[config.mk]
export PLATFORM = sky130hd
export DESIGN_NAME = dadz_seq
export DESIGN_NICKNAME = d
export VERILOG_FILES = /design/src/rtl/dadz_seq.sv
export SDC_FILE = /design/constraint.sdc
export NUM_CORES = 2
export LEC_CHECK = 0
export CORE_UTILIZATION = 65
export CTS_CLUSTER_DIAMETER = 150
export DETAILED_ROUTE_END_ITERATION = 8
export DONT_BUFFER_PORTS = 1
export GPL_ROUTABILITY_DRIVEN = 0
export PLACE_DENSITY = 0.81
export SLEW_MARGIN = 15
export SYNTH_ARGS = -nofsm -noshare
export SYNTH_HDL_FRONTEND = slang
export SYNTH_SLANG_ARGS = --single-unit
[constraint.sdc]
create_clock -name clk -period 10.7 [get_ports clk]
set_clock_uncertainty 0.1 [all_clocks]
set_input_delay 0.535 -clock clk [delete_from_list [all_inputs] [get_ports clk]]
set_output_delay 0.535 -clock clk [all_outputs]
set_load 0.05 [all_outputs]
[src/rtl/dadz_seq.sv]
// dadz_seq: sequencer for the sigmoid-derivative term used in backpropagation.
// Streams activations a (signed Q8.24, 1.0 = 32'h01000000) from an activation RAM.
// Each one goes through a shared pipeline that computes a*(a-1.0).
// Each result is written to a result RAM at wr_base + element index.
// One instance is time-shared across all neurons of a layer.
//
// Optional build macro DADZ_SEQ_ERR_MUL_EN:
//   Adds a stage that multiplies each result by err_data.
//   Write latency grows from 3 to 4 cycles after the read.
//   Start-to-done time grows from L+4 to L+5.
//
// Ports:
//   clk, rst              clock (rising edge), asynchronous active-high reset
//   start                 one-cycle request, sampled only in IDLE and only when not held
//   len                   element count, 0 selects HiddenNeuron
//   rd_base, wr_base      first activation / result address
//   hold                  freezes all state; rd_en and wr_en read low while held
//   rd_en, rd_addr        activation/error RAM read port
//   rd_data, err_data     read data, valid one cycle after rd_en
//   wr_en, wr_addr, wr_data  result RAM write port
//   busy, done            busy from ISSUE through FIN, done pulses once in FIN
module dadz_seq #(
    parameter int unsigned DWIDTH       = 32,
    parameter int unsigned AWIDTH       = 10,
    parameter int unsigned HiddenNeuron = 16
) (
    input  logic              clk,
    input  logic              rst,
    input  logic              start,
    input  logic [AWIDTH:0]   len,
    input  logic [AWIDTH-1:0] rd_base,
    input  logic [AWIDTH-1:0] wr_base,
    input  logic              hold,
    output logic              rd_en,
    output logic [AWIDTH-1:0] rd_addr,
    input  logic [DWIDTH-1:0] rd_data,
    input  logic [DWIDTH-1:0] err_data,
    output logic              wr_en,
    output logic [AWIDTH-1:0] wr_addr,
    output logic [DWIDTH-1:0] wr_data,
    output logic              busy,
    output logic              done
);
    localparam int unsigned       FRAC    = 24;
    localparam logic [DWIDTH-1:0] ONE     = DWIDTH'(1) << FRAC;
    localparam logic [AWIDTH:0]   DEF_LEN = (AWIDTH+1)'(HiddenNeuron);

    typedef enum logic [1:0] {StIdle, StIssue, StDrain, StFin} state_e;

    state_e                   state_q;
    logic [AWIDTH:0]          rem_q;      // reads still to issue, including the current one
    logic                     rd_en_q;
    logic                     wr_en_q;
    logic                     rv_q;       // rd_data holds a requested activation
    logic                     s1_v_q;
    logic signed [DWIDTH-1:0] s1_a_q;
    logic signed [DWIDTH-1:0] s1_t_q;
    logic [AWIDTH-1:0]        wr_ptr_q;   // address of the next result to leave the pipeline
    logic signed [2*DWIDTH-1:0] mul_at;
    logic [DWIDTH-1:0]        p_d;
    logic                     pipe_busy;

    // Held cycles must not strobe either RAM; the registered strobes are kept for release.
    assign rd_en = rd_en_q & ~hold;
    assign wr_en = wr_en_q & ~hold;

    assign mul_at = (2*DWIDTH)'(s1_a_q) * (2*DWIDTH)'(s1_t_q);
    assign p_d    = DWIDTH'(mul_at >>> FRAC);

`ifdef DADZ_SEQ_ERR_MUL_EN
    logic signed [DWIDTH-1:0]   s1_e_q;
    logic signed [DWIDTH-1:0]   s2_p_q;
    logic signed [DWIDTH-1:0]   s2_e_q;
    logic                       s2_v_q;
    logic signed [2*DWIDTH-1:0] mul_pe;

    assign mul_pe    = (2*DWIDTH)'(s2_p_q) * (2*DWIDTH)'(s2_e_q);
    // The output stage empties on the same edge that moves the FSM to FIN.
    assign pipe_busy = rv_q | s1_v_q | s2_v_q;
`else
    logic unused_err;
    assign unused_err = ^err_data;
    assign pipe_busy  = rv_q | s1_v_q;
`endif

    // Control FSM with registered outputs.
    always_ff @(posedge clk or posedge rst) begin
        if (rst) begin
            state_q <= StIdle;
            rem_q   <= '0;
            rd_en_q <= 1'b0;
            rd_addr <= '0;
            busy    <= 1'b0;
            done    <= 1'b0;
        end else if (!hold) begin
            unique case (state_q)
                StIdle: begin
                    if (start) begin
                        rem_q   <= (len == '0) ? DEF_LEN : len;
                        rd_addr <= rd_base;
                        rd_en_q <= 1'b1;
                        busy    <= 1'b1;
                        state_q <= StIssue;
                    end
                end
                StIssue: begin
                    if (rem_q == (AWIDTH+1)'(1)) begin
                        rem_q   <= '0;
                        rd_en_q <= 1'b0;
                        state_q <= StDrain;
                    end else begin
                        rem_q   <= rem_q - (AWIDTH+1)'(1);
                        rd_addr <= rd_addr + AWIDTH'(1);
                    end
                end
                StDrain: begin
                    if (!pipe_busy) begin
                        done    <= 1'b1;
                        state_q <= StFin;
                    end
                end
                StFin: begin
                    done    <= 1'b0;
                    busy    <= 1'b0;
                    state_q <= StIdle;
                end
                default: state_q <= StIdle;
            endcase
        end
    end

    // Datapath pipeline; the final stage doubles as the write-port register.
    always_ff @(posedge clk or posedge rst) begin
        if (rst) begin
            rv_q     <= 1'b0;
            s1_v_q   <= 1'b0;
            s1_a_q   <= '0;
            s1_t_q   <= '0;
            wr_ptr_q <= '0;
            wr_en_q  <= 1'b0;
            wr_addr  <= '0;
            wr_data  <= '0;
`ifdef DADZ_SEQ_ERR_MUL_EN
            s1_e_q   <= '0;
            s2_v_q   <= 1'b0;
            s2_p_q   <= '0;
            s2_e_q   <= '0;
`endif
        end else if (!hold) begin
            rv_q   <= rd_en_q;
            s1_v_q <= rv_q;
            if (rv_q) begin
                s1_a_q <= rd_data;
                s1_t_q <= rd_data - ONE;
`ifdef DADZ_SEQ_ERR_MUL_EN
                s1_e_q <= err_data;
`endif
            end
            // Pipeline is empty in IDLE, so loading never collides with an increment.
            if (state_q == StIdle && start) begin
                wr_ptr_q <= wr_base;
            end
`ifdef DADZ_SEQ_ERR_MUL_EN
            s2_v_q <= s1_v_q;
            if (s1_v_q) begin
                s2_p_q <= p_d;
                s2_e_q <= s1_e_q;
            end
            wr_en_q <= s2_v_q;
            if (s2_v_q) begin
                wr_data  <= DWIDTH'(mul_pe >>> FRAC);
                wr_addr  <= wr_ptr_q;
                wr_ptr_q <= wr_ptr_q + AWIDTH'(1);
            end
`else
            wr_en_q <= s1_v_q;
            if (s1_v_q) begin
                wr_data  <= p_d;
                wr_addr  <= wr_ptr_q;
                wr_ptr_q <= wr_ptr_q + AWIDTH'(1);
            end
`endif
        end
    end

endmodule

# == Yosys cells after proc, flatten, opt, wreduce, memory -nomap -nowiden ==
# Cells that the tools add are included.
# classes
add_sub_neg,4
mul,1
n_eq_ne,8
n_mux,19
bitwise,4
reduce_logical,16
# ops
op,n
$mul 32x32->56,1
$mux 10,4
$mux 11,3
$sub 32x25->32 const B,1
$pmux 11 s2,1
$add 10x1->10 const B,2
$pmux 10 s2,1
$reduce_and 4->1,3
$eq 11x1->1 const B,1
$logic_not 11->1,1
$sub 11x1->11 const B,1
$reduce_and 3->1,3
$ne 2x2->1 const B,4
$pmux 2 s4,1
$reduce_bool 2->1,4
$mux 2,3
$pmux 1 s2,3
$reduce_and 2->1,3
$eq 2x2->1 const B,2
$mux 1,3
$and 1x1->1,2
$eq 2x1->1 const B,1
$logic_not 2->1,1
$logic_and 1x1->1,1
other kinds (2),2
# word_totals
reg_bits,145

# == Longest topological paths before layout ==
# depth
ltp_word,4
mapped_depth,30
depth_no_buf,29

# == Least setup slack after synthesis ==
# No wires, ideal clock.
# synth_timing
path_kind,reg-to-reg
from,register s1_a_q[4]
to,register wr_data[27]
setup_ps,69
arrival_time_ps,7330
t_required_ps,10531
path_slack_ps,3200
path_stages_with_launch,24
path_buffers,3
period_less_slack_ps,7500
path_cell_list,dfrtp_1 clkbuf_1 clkbuf_1 nand2_1 fa_1 fa_1 inv_1 fa_1 inv_1 fa_1 fa_1 fa_1 fa_1 fa_1 inv_1 ha_1 buf_1 a21o_1 a21oi_1 o21ai_0 inv_1 and2_4 or4_1 nand3_1
# synth_between
elab_chain_cells,1
# synth_rtl
element,line_no,rtl
"start, declared",56,logic signed [DWIDTH-1:0] s1_a_q;
"start signal, assigned",153,s1_a_q <= rd_data;
$mul 32x32->56,67,assign mul_at = (2*DWIDTH)'(s1_a_q) * (2*DWIDTH)'(s1_t_q);
"end signal, assigned",178,wr_data <= p_d;
"end, declared",40,"output logic [DWIDTH-1:0] wr_data,"
# Every way passes these cells.
# A chain may end at the register's enable or synchronous reset.

# == Worst setup path after layout ==
# layout_timing
from,register s1_a_q[18]
to,register wr_data[27]
# Same word-level chain as after synthesis.

==> impl_summary.md <==
Run status
The run finished with clean final reports.

Clock network
The TritonCTS buffer count is 17. After clock tree synthesis, the clock-pin slew on the worst setup and hold paths is around 0.07 ns. The hold-fix buffer count after cts is 1. The clock root buffer is sky130_fd_sc_hd__clkbuf_16. The CTS H-tree depth is 4. The later-pin clock latency in the skew report is 0.49 ns. The clock passes through at most 2 buffers. The total of cells resized after clock tree synthesis is 0. The post-CTS setup buffer count is 0. The clock sink count is approximately 120. The clock tree from TritonCTS is yes.

Floorplanning
The die is 236.3 µm wide. The full die area is 55,860 µm². The floorplan step defined a core boundary enclosing between 50,000 and 60,000 µm².

The standard-cell row count is between 80 and 90. The die height is around 240 µm. During I/O placement, the number of pins put on the boundary was around 160. The starting density of the core is 0.6607.

Routing
The remaining design rule violation count is 0. The via density per instance is 5.654. The final wirelength is around 87,000 µm. The count of routing violations after the opening detailed-route iteration is approximately 1,700.

The count of antenna-violating nets left after detailed routing is 0. The number of detailed-route iterations in the first pass is 5. The detail-routed net length per standard cell is ~20 µm. The count of vias placed by the detailed router is about 25,000.

GRT
Across every metal layer, demand over resource in global routing totals 0.3388. The total overflow reported by the global router is 0. Entering global routing, the biggest net connects 79 pins. For this run, global-route usage on met3 was measured as 0.05840. In the global route stage, met1 resource usage came out at 0.4137. The fraction of met2 tracks used by global routing is 0.5829. The wire length of the first global-routing pass is 144,600 µm.

The initial antenna violation count came to 4. The via count of the first global-routing pass was roughly 28,000. The layer carrying the most global-route usage is met2.

Synth
The most used flip-flop cell after synthesis is sky130_fd_sc_hd__dfrtp_1. Yosys mapped the design onto 72 distinct sky130hd cell types. The area fraction of the dominant cell type after synthesis is 0.5233. During synthesis, Yosys emitted a total of 0 warnings. The dominant combinational cell family by area after synthesis is adder cells.

The mean area per synthesized cell is between 9 and 10 µm². Of all flip-flops after synthesis, the portion carrying an async set or reset was 1.000. The number of register bits inferred by synthesis is approximately 120. The area fraction in compound gates after synthesis was 0.04834. The area share of and/or/nand/nor cells after synthesis is 0.1300. The post-synthesis cell count is between 3,000 and 4,000. Of the total synthesized cell area, the portion taken by XOR and XNOR cells is 0.01693.

The adder and majority cell fraction of the synthesized area is 0.5867. The portion of synthesized area spent on multiplexers is 0.009815. Of all cell types, the one taking the most synthesized area is sky130_fd_sc_hd__fa_1.

After synthesis, the cell types taking the most area are sky130_fd_sc_hd__fa_1 52%, sky130_fd_sc_hd__inv_1 10%, sky130_fd_sc_hd__dfrtp_1 8.5%, sky130_fd_sc_hd__ha_1 6.3%, sky130_fd_sc_hd__nand2_1 5.1%. Synthesis produced a netlist with a net count of about 5,000. Summing every instance area after synthesis gives 35,700 µm². Counting flops with a built-in enable in the synthesized netlist gives 0. Of the synthesized area, sequential elements account for 0.08483.

Critical path
For the worst flop-to-flop path, the logic depth is 24. The startpoint identified for the worst register-to-register timing path is s1_a_q[18]. The worst register-to-register path ends at wr_data[27]. STA puts the critical path data arrival time at 9.54 ns.

Of all nets on the critical path, the largest fanout is 35. The path type of the worst setup path is reg -> reg. The flop-to-flop setup slack is between 1 and 1.5 ns.

STA classifies the critical path endpoint as a flop. The worst endpoint required time is ~11 ns. STA classifies the critical path startpoint as a flop.

Timing
The worst hold margin is ~0.030 ns. The routed design could run at a clock period as short as about 9.2 ns. The number of hold violations in the final report is 0. Setup repair after global routing left no endpoint under its margin. Setup violations remaining at the end of the flow were counted as 0. The number of pins with negative max-slew slack in the final report came to 0.

Measured against its own limit, the worst slew margin works out to 0.1739. Setup total negative slack on the finished layout was measured at 0 ns. Timing would allow up to 108.6 MHz.

The post-route clock period utilization is 0.8602. For the pin with the worst max-slew slack, the measured transition is between 1 and 1.5 ns.

Cells and area
In the layout the commonest cells are 986 x sky130_fd_sc_hd__inv_1, 933 x sky130_fd_sc_hd__fa_1, 482 x sky130_fd_sc_hd__nand2_1. The layout has slightly above 4,000 filler cells. The commonest non-fill, non-tap cell in the layout is sky130_fd_sc_hd__inv_1. Relative to the synthesized area, the layout overhead comes to 3.439%. The area used by multi-input combinational logic is about 28,000 µm². The sequential standard cell area is ~3000 µm². After the last flow step, the layout net total stands at 4,870. The share of cells above drive strength 1 is 0.03515.

Worst hold path
The tightest min-delay check is of the in -> reg type. The startpoint of the tightest hold check path is rd_data[24]. The cell depth of the worst min-delay path is 1. The endpoint of the worst hold-timing path is s1_t_q[24].

Run
The number of max-cap violations is 0.

Placed design
The count of input and output buffers is 0. The post-detailed-placement half-perimeter wirelength is slightly below 70,000 µm.
## layer usage
metal / share of wire / routed length [µm] / vias to the layer above
met2: 0.52 / 44920 / 1004
met1: 0.36 / 31170 / 12757
met5: 0 / 0 / -
li1: - / - / 10662
met4: 0.054 / 4726 / 0
met3: 0.072 / 6280 / 284
## cell usage after synthesis, drive strengths merged, types with 13 or more instances
master,count
nand3,24
nor2b,15
xor2,23
inv,987
clkbuf,162
a21o,24
nor3,15
fa,933
a21oi,82
nand4,14
nor2,99
nand2,483
mux2,24
xnor2,46
o21ai,101
and2,282
ha,181
buf,13
nand2b,13
dfrtp,121
## registers in the layout, summed over array words and instances, names as in the netlist
signal	count
busy	1
done	1
rd_addr	10
rd_en_q	1
rem_q	11
rv_q	1
s1_a_q	32
s1_t_q	8
s1_v_q	1
state_q	2
wr_addr	10
wr_data	32
wr_en_q	1
wr_ptr_q	10
## metrics by stage
step / util / instances / cell area [µm²] / setup WS (ns)
after floorplan: - / 3763 / 35700 / 3.200
after global placement: 0.6718 / 4333 / 36290 / 1.786
after detailed placement: 0.6718 / 4333 / 36290 / 1.616
after CTS: 0.6832 / 4366 / 36910 / 1.621
after global routing: 0.6833 / 4368 / 36920 / 1.280
final: 0.6834 / 4370 / 36920 / 1.496
## worst max-delay path by stage
stage	from	to	slack [ns]	cells past startpoint
floorplan	s1_a_q[4]	wr_data[27]	3.20	23
global placement	s1_a_q[18]	wr_data[27]	1.79	24
detailed placement	s1_a_q[18]	wr_data[27]	1.62	24
CTS	s1_a_q[18]	wr_data[27]	1.62	24
global route	s1_a_q[18]	wr_data[27]	1.28	24
finish	s1_a_q[18]	wr_data[27]	1.50	24
## cells by family after synthesis
family,count (synthesis)
adder cells (fa/ha/maj),1114
XOR/XNOR,69
other,1
flip-flops,121
AND/OR/NAND/NOR,974
buffers and inverters,1171
AO/OA/AOI/OAI,281
multiplexers,32
## critical path: stages (launching register included)
cell and delay, ns:
sky130_fd_sc_hd__dfrtp_2 0.99, sky130_fd_sc_hd__clkinv_1 0.72, sky130_fd_sc_hd__nor2_1 0.40, sky130_fd_sc_hd__fa_1 0.49, sky130_fd_sc_hd__fa_1 0.57, sky130_fd_sc_hd__inv_1 0.06
sky130_fd_sc_hd__fa_1 0.51, sky130_fd_sc_hd__fa_1 0.54, sky130_fd_sc_hd__inv_1 0.06, sky130_fd_sc_hd__fa_1 0.56, sky130_fd_sc_hd__fa_1 0.43, sky130_fd_sc_hd__fa_1 0.49
sky130_fd_sc_hd__inv_1 0.05, sky130_fd_sc_hd__fa_1 0.47, sky130_fd_sc_hd__inv_1 0.04, sky130_fd_sc_hd__ha_1 0.34, sky130_fd_sc_hd__and4_2 0.29, sky130_fd_sc_hd__nand3_1 0.13
sky130_fd_sc_hd__a31oi_4 0.29, sky130_fd_sc_hd__o211a_1 0.51, sky130_fd_sc_hd__o21a_4 0.24, sky130_fd_sc_hd__nand4_4 0.13, sky130_fd_sc_hd__and2_4 0.19, sky130_fd_sc_hd__or4_1 0.46
sky130_fd_sc_hd__nand3_1 0.09
## area by class of cell
type,count,share of cell area
inverter,996,0.1014
sequential,121,0.08207
clock inverter,15,0.004880
clock buffer,17,0.01152
tap,696,0.02359
multi-input combinational,2471,0.7660
antenna,4,0.0002711
timing repair buffer,50,0.01023
Power is left out: the tool's default activity adds up to more than one toggle a clock period on the data nets, which glitch-free logic cannot reach.
